## src/rtl/mux_pkg.sv

```systemverilog
// Shared elaboration helpers for the pipelined multiplexer tree.
// Decides rank count and which radix-2 levels are followed by a register.
package mux_pkg;

   function automatic int unsigned n_ranks(input int unsigned addr, input int unsigned lpr);
      return (addr + lpr - 1) / lpr;
   endfunction

   // The last level is always registered so data_o comes straight from a flop.
   function automatic bit is_reg_level(input int unsigned k, input int unsigned lpr,
                                       input int unsigned addr);
      return (((k + 1) % lpr) == 0) || (k == addr - 1);
   endfunction

   function automatic bit m_matches_addr(input int unsigned m, input int unsigned addr);
      return m == (32'd1 << addr);
   endfunction

endpackage

```

## src/rtl/mux2to1_n.sv

```systemverilog
// N-bit two-input multiplexer; i_sel=1 picks i_b.
module mux2to1_n #(
   parameter int unsigned N = 4
) (
   input  logic [N-1:0] i_a,
   input  logic [N-1:0] i_b,
   input  logic         i_sel,
   output logic [N-1:0] o_y
);

   assign o_y = i_sel ? i_b : i_a;

endmodule

```

## src/rtl/mux_tree_level_n.sv

```systemverilog
// One combinational radix-2 tree level: CNT candidates in, CNT/2 out.
// Output j = i_sel ? i_cand[2j+1] : i_cand[2j].
module mux_tree_level_n #(
   parameter int unsigned N   = 4,
   parameter int unsigned CNT = 2
) (
   input  logic [CNT-1:0][N-1:0]   i_cand,
   input  logic                    i_sel,
   output logic [CNT/2-1:0][N-1:0] o_cand
);

   for (genvar j = 0; j < CNT / 2; j++) begin : g_pair
      mux2to1_n #(
         .N(N)
      ) u_mux (
         .i_a  (i_cand[2*j]),
         .i_b  (i_cand[2*j+1]),
         .i_sel(i_sel),
         .o_y  (o_cand[j])
      );
   end

endmodule

```

## src/rtl/mux_tree_pipe_n.sv

```systemverilog
// Pipelined M-to-1 multiplexer tree with valid/ready handshake and global stall.
// Unused select bits travel with the data so a new selection is accepted every cycle.
module mux_tree_pipe_n
   import mux_pkg::*;
#(
   parameter int unsigned N           = 4,
   parameter int unsigned ADDR        = 6,
   parameter int unsigned M           = 2 ** ADDR,
   parameter int unsigned LVL_PER_REG = 2
) (
   input  logic            clk_i,
   input  logic            rst_i,
   input  logic [N-1:0]    data_i [M],
   input  logic [ADDR-1:0] sel,
   input  logic            valid_i,
   output logic            ready_o,
   output logic [N-1:0]    data_o,
   output logic            valid_o,
   input  logic            ready_i
);

   localparam int unsigned W = M * N;

   if (!m_matches_addr(M, ADDR)) begin : g_bad_m
      $error("mux_tree_pipe_n: M must equal 2**ADDR");
   end
   if (LVL_PER_REG < 1 || LVL_PER_REG > ADDR) begin : g_bad_lpr
      $error("mux_tree_pipe_n: LVL_PER_REG must lie in 1..ADDR");
   end

   // Index k holds the inputs of level k; candidates are packed at the low end.
   logic [M-1:0][N-1:0] w_cand [ADDR+1];
   logic [ADDR-1:0]     w_sel  [ADDR+1];
   logic                w_vld  [ADDR+1];
   logic                w_advance;

   for (genvar i = 0; i < M; i++) begin : g_in
      assign w_cand[0][i] = data_i[i];
   end
   assign w_sel[0] = sel;
   assign w_vld[0] = valid_i;

   assign w_advance = ready_i || !w_vld[ADDR];
   assign ready_o   = w_advance;
   assign valid_o   = w_vld[ADDR];
   assign data_o    = w_vld[ADDR] ? w_cand[ADDR][0] : '0;

   for (genvar k = 0; k < ADDR; k++) begin : g_lvl
      localparam int unsigned Cnt  = M >> k;
      localparam int unsigned Half = Cnt / 2;

      logic [Half-1:0][N-1:0] w_out;

      mux_tree_level_n #(
         .N  (N),
         .CNT(Cnt)
      ) u_level (
         .i_cand(w_cand[k][Cnt-1:0]),
         .i_sel (w_sel[k][0]),
         .o_cand(w_out)
      );

      if (k > 0) begin : g_hi
         logic w_unused_hi;
         assign w_unused_hi = ^w_cand[k][M-1:Cnt];
      end

      if (is_reg_level(k, LVL_PER_REG, ADDR)) begin : g_reg
         logic [Half-1:0][N-1:0] r_cand;
         logic [ADDR-1:0]        r_sel;
         logic                   r_vld;

         always_ff @(posedge clk_i or posedge rst_i) begin
            if (rst_i) begin
               r_cand <= '0;
               r_sel  <= '0;
               r_vld  <= 1'b0;
            end else if (w_advance) begin
               r_cand <= w_out;
               r_sel  <= w_sel[k] >> 1;
               r_vld  <= w_vld[k];
            end
         end

         assign w_cand[k+1] = W'(r_cand);
         assign w_sel[k+1]  = r_sel;
         assign w_vld[k+1]  = r_vld;
      end else begin : g_comb
         assign w_cand[k+1] = W'(w_out);
         assign w_sel[k+1]  = w_sel[k] >> 1;
         assign w_vld[k+1]  = w_vld[k];
      end
   end

   logic w_unused_tail;
   assign w_unused_tail = ^{w_cand[ADDR][M-1:1], w_sel[ADDR]};

endmodule

```

## config.mk

```make
export PLATFORM = sky130hd
export DESIGN_NAME = mux_tree_pipe_n
export DESIGN_NICKNAME = d
export VERILOG_FILES = /design/src/rtl/mux_pkg.sv /design/src/rtl/mux2to1_n.sv /design/src/rtl/mux_tree_level_n.sv /design/src/rtl/mux_tree_pipe_n.sv
export SDC_FILE = /design/constraint.sdc
export NUM_CORES = 1
export LEC_CHECK = 0
export ABC_AREA = 0
export CORE_MARGIN = 3
export CORE_UTILIZATION = 42
export DETAILED_ROUTE_END_ITERATION = 8
export HOLD_SLACK_MARGIN = 0.03
export PLACE_DENSITY_LB_ADDON = 0.15
export RECOVER_POWER = 50
export SYNTH_ARGS = -nofsm -noshare
export SYNTH_HDL_FRONTEND = slang
export SYNTH_SLANG_ARGS = --single-unit
```

## constraint.sdc

```tcl
create_clock -name clk_i -period 3.65 [get_ports clk_i]
set_input_delay 0.73 -clock clk_i [delete_from_list [all_inputs] [get_ports clk_i]]
set_output_delay 0.73 -clock clk_i [all_outputs]
set_load 0.02 [all_outputs]
```

Word-level counts from Yosys, hierarchy flattened
Index checks and enable logic that the tools add are counted.

Reductions and logical operators: 2. Multiplexer cells: 64.

Operators with widths (number): 4-bit 2-to-1 mux (64); 1-bit zero test (1); 1-bit logical OR (1).

Flip-flop bits (word level): 93. Input bits: 266. Output and inout port bits: 6.

Depth between registers and ports, before layout
Gate-level depths: netlist of run 1.

Word-level depth: 2. Depth in mapped cells: 4. Depth with buffers taken out: 2.

Cells and area by module
From an unflattened synthesis of run 1, not the netlist that was laid out.

Cells, all modules: 454. Area, all modules: 6553.8 um2.

By module, submodules not included: mux_tree_pipe_n (sequential area each 2327.2 um2, cells an instance 202, area each 3716.1 um2, instances 1); mux2to1_n (sequential area each 0.0 um2, cells an instance 4, area each 45.0 um2, instances 63).

Worst setup path before layout of run 1
No wires, ideal clock.

Path type: in2out. Start: input port ready_i. End: output port ready_o. Arrival time: 1.352 ns. Slack: 1.568 ns. Data required time: 2.920 ns. Cell stages on the path: 3. Path buffers: 2. Path through: nand2b_1 buf_2 buf_2.

Word-level cells in the longest chain between the ends: 1.

Ends and longest elaborated chain: from (decl) (RTL line mux_tree_pipe_n.sv:19) `input logic ready_i`; 1-bit logical OR (RTL line mux_tree_pipe_n.sv:43) `assign w_advance = ready_i || !w_vld[ADDR];`; to (decl) (RTL line mux_tree_pipe_n.sv:16) `output logic ready_o,`.

No other way between the ends.

Final worst setup path of run 1
Start: input port ready_i. End: register g_lvl[3].g_reg.r_sel[1].

Word-level cells in the longest chain between the ends: 1.

Ends and longest elaborated chain: 1-bit logical OR (RTL line mux_tree_pipe_n.sv:43); to (signal assigned) (RTL line mux_tree_pipe_n.sv:80) `r_sel <= w_sel[k] >> 1;`; to (decl) (RTL line mux_tree_pipe_n.sv:70) `logic [ADDR-1:0] r_sel;`.

No other way between the ends. A chain may end at the register's enable or synchronous reset.

==> flow_summary_export.csv, run 1 <==
group,metric,value,unit
yosys,ys_seq_elements,93,
clock_network,root_buffer,"clkbuf_16",
detailed_routing,drt_pass1_iterations,4,
pwr,seqPwrFrac,40.3,%
pwr,p_sw,982,uW
grt,grt_use_total,18.9,%
detailed_routing,routedWlPerCell,19.1,um
setup_path,r2r-end,"g_lvl[3].g_reg.r_sel[1]$_DFFE_PP0P_",
run_status,violations,"max-capacitance violations, max-slew violations",
clock_network,clkTransAtPathRegs,60,ps
clock_network,htree_levels,3,
floorplanning,initial_core_util,43.3,%
sta,slew_viol_final,145,
floorplanning,die_area,15200,um^2
cells_and_area,antennaDiodeCount,0,
sta,worst_pin_slew,2140,ps
clock_network,post_cts_resize_count,0,
grt,grt-ovfl-total,0,
setup_path,cp-end-kind,"register",
grt,grt_pass1_wl,22.1,mm
worst_hold_path,hold_depth,1,
yosys,synth.avg_cell_area,19.0,um^2
detailed_routing,wl,14.2,mm
run_status,status,"finished, violations left",
sta,setup_tns,0,ps
cells_and_area,drive_gt1_share,34.1,%
cells_and_area,fin_nets,830,
placement,post-dp-hpwl,11.1,mm
setup_path,r2r-start,"valid_o$_DFFE_PP0P_",
pwr,p_leak,3.53,nW
placement,port_buffers,271,
pwr,pwr_density_cell,435,nW/um^2
detailed_routing,drcViolationCount,0,
detailed_routing,drt_iter0_drc,208,
pwr,clockPowerShare,23.8,%
setup_path,reg2regPathDepth,3,
yosys,netlist_area,5780,um^2
floorplanning,core-area,13300,um^2
pwr,share_comb_of_total_power,36.0,%
sta,max_slew_margin,-43.2,%
setup_path,arrival,3010,ps
clock_network,insertion_delay,330,ps
sta,max_freq,0.357,GHz
setup_path,critPathMaxFanout,93,
sta,setup_ws,851,ps
setup_path,worstPathRequired,3860,ps
clock_network,cts-buffers-inserted,9,
clock_network,clock_path_buffers,2,
sta,rsz0062_at_grt,"no",
grt,antenna_found_initial,0,
worst_hold_path,hold_start,"g_lvl[3].g_reg.r_vld$_DFFE_PP0P_",
yosys,seq_area_frac_synth,40.2,%
sta,timing.final.crit_period,2800,ps
detailed_routing,routed_via_density,5.31,
placement,pre_cts_slack,972,ps
worst_hold_path,min_path_type,"reg2reg",
sta,setup_viol,0,
detailed_routing,vias,3959,
detailed_routing,drtAntennaViolNets,0,
sta,finalCritPeriodShare,76.7,%
run,maxCapViolations,2,
yosys,syn_inst,304,
floorplanning,fp-row-count,42,
floorplanning,die_h,123,um
setup_path,r2r_slack,1230,ps
cells_and_area,areaGrowthSynthToFinish,52.6,%
placement,gp_congestion,0.692,
worst_hold_path,worstHoldEndpoint,"valid_o$_DFFE_PP0P_",
grt,grt_pass1_vias,4450,
clock_network,cts_setup_buffers,0,
pwr,intPower,2.86,mW
floorplanning,fp.dieW,123,um
sta,fin_skew,6.73,ps
yosys,syn_nets,570,
setup_path,crit_type,"in2reg",
setup_path,crit_path_start_kind,"input port",
clock_network,cts_tree,"done",
floorplanning,ios,272,
pwr,sw_frac_of_total,25.6,%
grt,grt_max_degree,94,
clock_network,cts_sinks,93,
yosys,yosys_warnings,0,
sta,hold_violations,0,
clock_network,hold_buffers,0,
yosys,synth.distinct_cells,12,
pwr,ir_worst_vdd,0.299,mV
-- sequential cells by signal, summed over array words and instances (netlist names) --
name,cells
g_lvl.g_reg.r_cand,84
g_lvl.g_reg.r_sel,6
g_lvl.g_reg.r_vld,2
valid_o,1
-- how the worst max path moves through the flow --
stage	endpoint	startpoint
2_1_floorplan	g_lvl[1].g_reg.r_cand[0]$_DFFE_PP0P_	rst_i
3_3_place_gp	ready_o	ready_i
3_5_place_dp	ready_o	ready_i
4_1_cts	ready_o	ready_i
5_1_grt	g_lvl[1].g_reg.r_cand[62]$_DFFE_PP0P_	rst_i
6_report	g_lvl[3].g_reg.r_sel[1]$_DFFE_PP0P_	ready_i
-- stage by stage --
stage | instance area [um^2] | util [%] | hold slack, ps | total power [mW] | std cells
floorplan | 5780 | - | 430 | 2.44 | 304
global placement | 8550 | 64.1 | 451 | 2.92 | 729
detailed placement | 8550 | 64.1 | 453 | 2.96 | 729
CTS | 8850 | 66.3 | 458 | 3.89 | 745
global route | 8820 | 66.1 | 488 | 4.06 | 745
finish | 8820 | 66.1 | 455 | 3.84 | 745
-- placed cells by master (no fill, tap or decap), types with 2 or more instances in the layout --
master / count
mux2_1: 2
buf_4: 4
clkinvlp_4: 2
mux2_4: 58
mux4_2: 80
dfrtp_1: 93
and2_1: 4
mux4_1: 4
clkdlybuf4s50_1: 268
mux2_2: 32
clkbuf_1: 2
clkbuf_16: 9
buf_12: 2
-- cell usage after synthesis (all sizes together) --
| cell type | n | area (um^2) |
|---|---|---|
| dfrtp | 93 | 2330 |
| mux2 | 92 | 1260 |
| buf | 27 | 244 |
| clkbuf | 1 | 3.75 |
| and2 | 4 | 25.0 |
| nand2b | 2 | 12.5 |
| mux4 | 84 | 1910 |
| inv | 1 | 3.75 |
-- logic make-up (layout without fill, tap and decap cells) --
group | count (synthesis) | after routing | synth area share [%]
buf+inv | 29 | 294 | 4.35
mux | 176 | 176 | 54.8
flops | 93 | 93 | 40.2
simple gates | 6 | 6 | 0.649
-- metal layers --
layer | part of all wire [%] | global-route usage [%] | vias to the layer above
li1 | - | - | 1765
met1 | 39 | 24.0 | 2034
met2 | 53 | 33.2 | 151
met3 | 7.3 | 3.52 | 9
met4 | 0.90 | 4.98 | 0
met5 | 0 | 0 | -
-- critical path: stages --
cell and delay (ps):
clkdlybuf4s50_1 460, nand2b_4 140, clkbuf_4 1180, mux2_2 430
-- power groups by stage --
stage	Combinational [mW]	Sequential, mW	Clock (mW)
global placement	1.36	1.56	0
CTS	1.40	1.55	0.940
detailed placement	1.39	1.57	0
finish	1.38	1.55	0.912
floorplan	0.971	1.47	0
global route	1.48	1.59	0.988
-- cell type report --
type	count	area, um^2
inverter	1	5.00
clock buffer	11	233
fill	1002	4520
clock inverter	5	58.8
sequential	93	2330
timing repair buffer	277	2780
tap	176	220
multi-input combinational	182	3210
(Power assumes the default switching activity.)
==> run 2: changes to the inputs <==
--- a/config.mk
+++ b/config.mk
@@ -7,7 +7,7 @@
 export LEC_CHECK = 0
 export ABC_AREA = 0
 export CORE_MARGIN = 3
-export CORE_UTILIZATION = 42
+export CORE_UTILIZATION = 38
 export DETAILED_ROUTE_END_ITERATION = 8
 export HOLD_SLACK_MARGIN = 0.03
 export PLACE_DENSITY_LB_ADDON = 0.15
==> constraint.sdc (replaced) <==
create_clock -name clk_i -period 2.55 [get_ports clk_i]
set_input_delay 0.51 -clock clk_i [delete_from_list [all_inputs] [get_ports clk_i]]
set_output_delay 0.51 -clock clk_i [all_outputs]
set_load 0.02 [all_outputs]
==> flow_summary_export.csv, run 2 (synthesis gave the netlist of run 1 again) <==
group,metric,value,unit
cells_and_area,mostFrequentLayoutCell,"clkdlybuf4s50_1",
setup_path,critPathMaxFanout,2,
detailed_routing,drtAntennaViolNets,0,
grt,grt-ovfl-total,0,
worst_hold_path,min_path_type,"reg2reg",
clock_network,cts_sinks,93,
sta,setup_viol,0,
setup_path,cp-end-kind,"output pin",
run,maxCapViolations,0,
clock_network,htree_levels,3,
sta,fin_skew,3.28,ps
floorplanning,core-area,14700,um^2
pwr,p_leak,3.53,nW
placement,pre_cts_slack,305,ps
sta,timing.final.crit_period,2240,ps
sta,setup_ws,314,ps
sta,max_slew_margin,25.2,%
setup_path,cp-startpoint,"ready_i",
cells_and_area,most-common-layout-cells,"268 x clkdlybuf4s50_1, 93 x dfrtp_1, 80 x mux4_2",
setup_path,r2r_slack,480,ps
cells_and_area,areaGrowthSynthToFinish,52.4,%
run_status,status,"complete, no violations",
sta,max_freq,0.447,GHz
floorplanning,die_area,16700,um^2
grt,antenna_found_initial,0,
cells_and_area,fin_cells,753,
sta,rsz0062_at_grt,"no",
placement,post-dp-hpwl,11.2,mm
clock_network,hold_buffers,0,
clock_network,root_buffer,"clkbuf_16",
pwr,ir_worst_vdd,0.323,mV
cells_and_area,drive_gt1_share,33.9,%
cells_and_area,regArea,2330,um^2
detailed_routing,wl,14.6,mm
cells_and_area,fin_util,60.0,%
detailed_routing,drt_pass1_iterations,4,
detailed_routing,routedWlPerCell,19.4,um
placement,port_buffers,271,
detailed_routing,drcViolationCount,0,
cells_and_area,fillers,1148,
grt,grt_use_total,17.5,%
detailed_routing,routed_via_density,5.20,
pwr,pwr_density_cell,608,nW/um^2
detailed_routing,vias,3915,
grt,grt_pass1_wl,22.9,mm
clock_network,cts_setup_buffers,0,
setup_path,crit_path_start_kind,"input port",
setup_path,r2r-start,"valid_o$_DFFE_PP0P_",
cells_and_area,antennaDiodeCount,0,
floorplanning,fp.dieW,129,um
clock_network,clkTransAtPathRegs,60,ps
floorplanning,initial_core_util,39.4,%
sta,hold_violations,0,
grt,grt_pass1_vias,4636,
sta,worst_pin_slew,1120,ps
clock_network,post_cts_resize_count,0,
worst_hold_path,hold_start,"g_lvl[3].g_reg.r_vld$_DFFE_PP0P_",
sta,setup_tns,0,ps
cells_and_area,largest_register,"g_lvl.g_reg.r_cand",
floorplanning,die_h,129,um
grt,grt_max_degree,94,
clock_network,insertion_delay,330,ps
sta,slew_viol_final,0,
placement,gp_congestion,0.696,
clock_network,clock_path_buffers,2,
sta,finalCritPeriodShare,87.7,%
floorplanning,fp-row-count,44,
cells_and_area,multi_input_area,3210,um^2
setup_path,crit_type,"in2out",
clock_network,cts_tree,"done",
setup_path,arrival,1730,ps
cells_and_area,largestRegisters,"g_lvl.g_reg.r_cand: 84 flops, g_lvl.g_reg.r_sel: 6 flops, g_lvl.g_reg.r_vld: 2 flops",
pwr,total_power,5.36,mW
clock_network,cts-buffers-inserted,9,
setup_path,worstPathRequired,2040,ps
placement,dp_cells,739,
cells_and_area,largest_reg_flops,84,
detailed_routing,drt_iter0_drc,187,
cells_and_area,fin_nets,832,
floorplanning,ios,272,
## run 2: cell types whose count changed in the layout (fill, tap and decap cells not counted), sizes merged
cell      previous run  this run
clkinv               1         3
clkinvlp             3         1
buf                  7         8
bufinv               1         0
clkbuf              12        13
inv                  1         0
## run 2: where the power goes
part           leakage, nW  internal, mW  switching (mW)
sequential            1.08          1.91           0.294
clock                0.125         0.645           0.523
combinational         2.33          1.40           0.581
## run 2: cell type report
cell class                      count  share of cell area [%]
Multi-Input combinational cell    182                    36.4
Timing Repair Buffer              279                    31.8
Sequential cell                    93                    26.4
Clock buffer                       11                    2.64
Tap cell                          184                    2.61
Clock inverter                      3                   0.170
Inverter                            1                  0.0568
## run 2: worst paths after layout
path                       cells past startpoint                                    end
min in group asynchronous                      2  g_lvl[1].g_reg.r_cand[19]$_DFFE_PP0P_
min reg2reg                                    1                    valid_o$_DFFE_PP0P_
max                                            3                                ready_o
max reg2reg                                    3   g_lvl[3].g_reg.r_cand[5]$_DFFE_PP0P_
min                                            1                    valid_o$_DFFE_PP0P_
max in group asynchronous                      3  g_lvl[1].g_reg.r_cand[52]$_DFFE_PP0P_
## run 2: routing by layer
| layer | share of wire (%) | wire (um) | vias up | track usage (%) |
|---|---|---|---|---|
| met5 | 0 | 0 | - | 0 |
| met4 | 0.84 | 122 | 0 | 3.52 |
| met3 | 5.6 | 822 | 11 | 3.46 |
| met2 | 54 | 7950 | 136 | 32.3 |
| met1 | 39 | 5720 | 1994 | 21.4 |
| li1 | - | - | 1774 | - |
## run 2: critical path: stages
cell,delay (ps)
clkdlybuf4s50_1,460
nand2b_4,130
clkdlybuf4s50_1,620
## run 2: stage by stage
| stage | instance area (um^2) | hold WS [ps] |
|---|---|---|
| global route | 8820 | 505 |
| detailed placement | 8610 | 456 |
| CTS | 8850 | 470 |
| finish | 8820 | 466 |
| floorplan | 5790 | 430 |
| global placement | 8610 | 448 |
